`src/rtl/sti_pack.sv`:
```
`timescale 1ns/1ps
`default_nettype none
// ============================================================================
// Module   : sti_pack
// Brief    : Thresholds a 128x128 8-bit image to 1 bit/pixel and packs 16
//            pixels per word into the 1024x16 binary image memory.
// Revision : 1.0 - initial release
// ============================================================================
module sti_pack #(
    parameter int THRESH     = 128,
    parameter bit BORDER_CLR = 1'b1
) (
    input  logic        clk,
    input  logic        reset,
    input  logic        start,
    output logic        img_rd,
    output logic [13:0] img_addr,
    input  logic [7:0]  img_di,
    output logic        sti_wr,
    output logic [9:0]  sti_addr,
    output logic [15:0] sti_do,
    output logic        busy,
    output logic        done
);

    localparam logic [1:0]  c_S_IDLE   = 2'd0;
    localparam logic [1:0]  c_S_RUN    = 2'd1;
    localparam logic [1:0]  c_S_FLUSH  = 2'd2;
    localparam logic [1:0]  c_S_DONE   = 2'd3;
    localparam logic [13:0] c_LAST_PIX = 14'h3FFF;
    localparam logic [7:0]  c_THRESH   = 8'(THRESH);
    localparam logic [6:0]  c_EDGE     = 7'd127;

    logic [1:0]  r_state;
    logic        r_valid;
    logic [13:0] r_cap_idx;
    logic [15:0] r_word;

    logic [6:0]  w_row;
    logic [6:0]  w_col;
    logic        w_on_border;
    logic        w_bit;
    logic [15:0] w_next_word;

    assign w_row       = r_cap_idx[13:7];
    assign w_col       = r_cap_idx[6:0];
    assign w_on_border = (w_row == 7'd0) || (w_row == c_EDGE) ||
                         (w_col == 7'd0) || (w_col == c_EDGE);
    // The distance-transform engine needs a zero frame around the image.
    assign w_bit       = (img_di >= c_THRESH) && !(BORDER_CLR && w_on_border);
    assign w_next_word = {r_word[14:0], w_bit};

    always_ff @(posedge clk) begin
        if (!reset) begin
            r_state   <= c_S_IDLE;
            r_valid   <= 1'b0;
            r_cap_idx <= 14'd0;
            r_word    <= 16'd0;
            img_rd    <= 1'b0;
            img_addr  <= 14'd0;
            sti_wr    <= 1'b0;
            sti_addr  <= 10'd0;
            sti_do    <= 16'd0;
            busy      <= 1'b0;
            done      <= 1'b0;
        end else begin
            // Read data returns one cycle after the address, so capture lags by one.
            r_valid   <= img_rd;
            r_cap_idx <= img_addr;
            sti_wr    <= 1'b0;

            if (r_valid) begin
                r_word <= w_next_word;
                if (r_cap_idx[3:0] == 4'hF) begin
                    sti_wr   <= 1'b1;
                    sti_addr <= r_cap_idx[13:4];
                    sti_do   <= w_next_word;
                end
            end

            case (r_state)
                c_S_IDLE, c_S_DONE: begin
                    if (start) begin
                        r_state  <= c_S_RUN;
                        busy     <= 1'b1;
                        done     <= 1'b0;
                        img_rd   <= 1'b1;
                        img_addr <= 14'd0;
                    end
                end
                c_S_RUN: begin
                    if (img_addr == c_LAST_PIX) begin
                        r_state <= c_S_FLUSH;
                        img_rd  <= 1'b0;
                    end else begin
                        img_addr <= img_addr + 14'd1;
                    end
                end
                c_S_FLUSH: begin
                    // Leave once the final capture has drained out of the pipe.
                    if (!r_valid) begin
                        r_state <= c_S_DONE;
                        busy    <= 1'b0;
                        done    <= 1'b1;
                    end
                end
                default: r_state <= c_S_IDLE;
            endcase
        end
    end

endmodule
`default_nettype wire

```
`config.mk`:
```
export PLATFORM = sky130hd
export DESIGN_NAME = sti_pack
export DESIGN_NICKNAME = d
export VERILOG_FILES = /design/src/rtl/sti_pack.sv
export SDC_FILE = /design/constraint.sdc
export NUM_CORES = 1
export LEC_CHECK = 0
export ABC_CLOCK_PERIOD_IN_PS = 2400
export CORE_MARGIN = 3
export CORE_UTILIZATION = 55
export DETAILED_ROUTE_END_ITERATION = 7
export GPL_TIMING_DRIVEN = 0
export PLACE_DENSITY = 0.83
export SLEW_MARGIN = 20
export SYNTH_ARGS = -nofsm -noshare
export SYNTH_HDL_FRONTEND = slang
export SYNTH_SLANG_ARGS = --single-unit
```
`constraint.sdc`:
```
create_clock -name clk -period 2.4 [get_ports clk]
set_input_delay 0.24 -clock clk [delete_from_list [all_inputs] [get_ports clk]]
set_output_delay 0.24 -clock clk [all_outputs]
set_load 0.01 [all_outputs]
```
==> results.env <==
SYNTH_ENABLE_FLOP_CELLS=0
CPMOSTUSEDCELL='sky130_fd_sc_hd__inv_1'
GRT_PASS1_VIAS=2508
SYNTH_TOP_FAMILY_BY_AREA='simple AND/OR/NAND/NOR gates'
MINIMUM_SETUP_SLACK_AMONG_REG_TO_REG_PATHS_PS=460
FRACTION_OF_THE_MAPPED_NETLIST_AREA_IN_COMPOUND_GATES_PCT=15.5
TIMING.MAX_CAP.VIOLATIONS=0
NETLIST_INSTANCES=337
FINALSETUPTNS_PS=0
YOSYS.AREA_SHARE.SIMPLE_PCT=22.9
MET1_LENGTH_MM=3.06
CRIT_CHAIN='inv_1 > ha_1 > inv_1 > o21ai_1 > o21ai_2 > buf_4 > o21ai_0 > o41ai_2'
MIN-DELAY-PATH-CLASS='reg2reg'
SYNTH_SEQ_AREA_SHARE_PCT=50.5
SYNTH_XOR_AREA_SHARE_PCT=0
SLEW-LIMIT-HEADROOM_PCT=65.2
SHARE_OF_LAYOUT_CELLS_ABOVE_DRIVE_STRENGTH_1_PCT=10.8
NUMCLOCKSINKS=76
COUNT_OF_INPUT_AND_OUTPUT_BUFFERS=47
PLACEMENT.SETUP.WORST_SLACK_PS=512
SEQ_AREA_UM2=1520
CRITICAL_PATH.STARTPOINT_TYPE='register'
CRIT_FAMILY='compound AO/OA/AOI/OAI gates'
SYNTH_FP_NETS=353
SYNTHDOMINANTCELLAREASHARE_PCT=50.5
MET2_LENGTH_MM=3.13
GRT_START_MAX_NET_PINS=13
FIN_CRIT_SH_PCT=80.9
AREAGROWTHSYNTHTOFINISH_PCT=25.2
CRITICAL_PATH.SLOWEST_CELL='sky130_fd_sc_hd__dfxtp_1'
FINALSETUPVIOLATIONS=0
TRITONCTS='done'
DETAIL-ROUTE-ANTENNA-NETS=0
SYNTH_AREA_PER_CELL_UM2=8.93
NUMBER_OF_CELLS_AFTER_DETAILED_PLACEMENT=454
PLACE_HPWL_MM=4.72
VDD.IR_DROP.WORST_uV=649
YOSYS_SYNTHESIS_WARNING_COUNT=0
CP-END-KIND='register'
DRT-TOTAL-WL_MM=6.65
FLOORPLAN.DIE.HEIGHT_UM=80.0
DETAIL_ROUTE.VIAS_PER_CELL=5.47
GLOBAL_ROUTE.USAGE.TOTAL_PCT=23.1
YS.FLOP_TYPE='sky130_fd_sc_hd__dfxtp_1'
SYNTH-ADDER-AREA-SHARE_PCT=2.08
SYNTH-SEQ-CELLS=76
LAYOUT_SETUP_WS_PS=458
SYNTHMUXAREASHARE_PCT=4.99
LAYOUT_COMMONEST_CELL='sky130_fd_sc_hd__dfxtp_1'
CTS_ROOT_BUF='sky130_fd_sc_hd__clkbuf_8'
POWER_DENSITY_nW_PER_UM2=795
ASYNC_RESET_FF_SHARE_PCT=0
CTS_MADE_BUFFERS=9
TOP_LAYER='met4'
CORE_REGION_AREA_UM2=5200
DIE_AREA_UM2=6400
IO_PINS=55
CRIT_TYPE='reg2reg'
CRITICAL_PATH_DATA_ARRIVAL_TIME_PS=2160
TOTAL_LEAKAGE_POWER_nW=1.34
CPPEAKSTAGEDELAY_PS=330
POST_SYNTH_NUM_CELL_TYPES=47
POST_DRT_WL_PER_CELL_UM=14.2
DIE_W_UM=80.0
POSTCTSSETUPREPAIRBUFS=0
DRT_ITER0_MARKERS=132
SYNTHTOPCELLSBYAREA='sky130_fd_sc_hd__dfxtp_1 (51%), sky130_fd_sc_hd__nand2_1 (8.1%), sky130_fd_sc_hd__a21oi_1 (7.1%)'
POST-ROUTE-DRC-COUNT=0
PLACE.GP.CONGESTION=0.891
FINAL.SETUP_SKEW_PS=4.99
WORSTMARGINPINSLEW_PS=522
FINALNETCOUNT=411
LAYOUT_COMMON_CELLS='sky130_fd_sc_hd__dfxtp_1 (76), sky130_fd_sc_hd__nand2_1 (65), sky130_fd_sc_hd__clkdlybuf4s50_1 (47), sky130_fd_sc_hd__a21oi_1 (43), sky130_fd_sc_hd__nor2_1 (27)'
VIA_COUNT=2566
REPORT.FINAL.SLEW_VIOL_COUNT=0
POST_SYNTH_INSTANCE_AREA_UM2=3010
PLACEMENT_ROWS=26
MULTIINPUTGATEAREA_UM2=1370
CTS-ROOT-TO-SINK-BUFFERS=2
PATH_MAX_FANOUT=10
LAYOUT_MIN_CYCLE_TIME_PS=1940
CTS-RESIZED-GATES=0
YOSYSTOPAREACELL='sky130_fd_sc_hd__dfxtp_1'
WIRE_LENGTH_OF_THE_FIRST_GLOBAL_ROUTING_PASS_MM=11.5
CLKTRANSATPATHREGS_PS=70
NUM-FILL-CELLS=411
GRT_OVERFLOW=0
WORST_EP_REQUIRED_TIME_PS=2620
GRT_ANTENNA_BEFORE_REPAIR=0
FLOORPLAN.INITIALDENSITY_PCT=57.8
INSERTEDDIODECOUNT=0
HOLD_BUFFERS=0
FINAL-INSTANCE-COUNT-EXCL-FILL=469
HOLD_VIOL_FINAL=0
ACHIEVABLE-FREQUENCY_MHz=515
CTSHTREEMAXLEVEL=3
RSZ0062_AT_GRT='false'
OUTCOME='finished, final reports clean'
WORSTSKEWPAIRLATENCY_PS=340
TOTAL_LENGTH_OF_ROUTED_MET3_WIRES_UM=355
DETAIL_ROUTE.FIRST_PASS.ITERATIONS=4
PATH_BUF_INV=3
HOLD_WS_PS=453
## worst paths after layout
check / from / endpoint / depth (start not counted)
worst min register to register: sti_do[11] / sti_do[11] / 2
worst max register to register: r_state[1] / img_addr[13] / 8
worst max-delay path: r_state[1] / img_addr[13] / 8
worst min-delay path: sti_do[11] / sti_do[11] / 2
## cell type report
cell class | count | area share [%]
flip-flops and latches | 76 | 40.4
multi-input cells | 235 | 36.4
repair buffers | 47 | 12.5
clock buffers | 11 | 4.02
well taps | 70 | 2.32
plain buffers | 17 | 2.22
clock inverters | 4 | 1.29
inverters | 9 | 0.896
## per-stage QoR
| step | instance area, um2 | util, % | total power [mW] |
|---|---|---|---|
| after floorplan | 3010 | - | 1.85 |
| after global placement | 3570 | 68.6 | 2.03 |
| after detailed placement | 3570 | 68.6 | 2.04 |
| after CTS | 3770 | 72.4 | 3.01 |
| after global routing | 3770 | 72.4 | 3.15 |
| final | 3770 | 72.4 | 3.00 |
## state kept, by name, indices dropped and copies added, names as in the netlist, 2 cells and up
name	flops
img_addr	14
r_cap_idx	14
r_state	2
r_word	15
sti_addr	10
sti_do	16
## cell families after synthesis
kind of cell / count (synthesis)
AND/OR/NAND/NOR: 141
flip-flops: 76
AO/OA/AOI/OAI: 74
buffers and inverters: 26
multiplexers: 15
adder cells (fa/ha/maj): 5
## worst min-delay path, stage by stage, from the launching register on
cell                      delay, ps
sky130_fd_sc_hd__dfxtp_1        310
sky130_fd_sc_hd__nand2_1         50
sky130_fd_sc_hd__a21oi_1         50
## routing by layer
| metal | GRT usage [%] | vias up |
|---|---|---|
| met5 | 0 | - |
| met2 | 35.6 | 78 |
| met1 | 30.7 | 1197 |
| met4 | 10.1 | 0 |
| li1 | - | 1280 |
| met3 | 5.42 | 11 |
## power breakdown
group,leakage [nW],switching (mW),total [mW],internal [mW]
combinational,0.620,0.410,0.675,0.265
clock,0.105,0.438,0.968,0.529
sequential,0.613,0.0440,1.36,1.31
## synthesized netlist by cell type, drive strengths merged, types with 5 or more instances
cell type / n
dfxtp: 76
nand2: 65
a21oi: 43
nor2: 28
mux2i: 15
and2: 14
o21ai: 13
buf: 9
inv: 9
clkbuf: 8
nand3: 7
ha: 5
nand4: 5
o221a: 5
(Power assumes the default switching activity.)
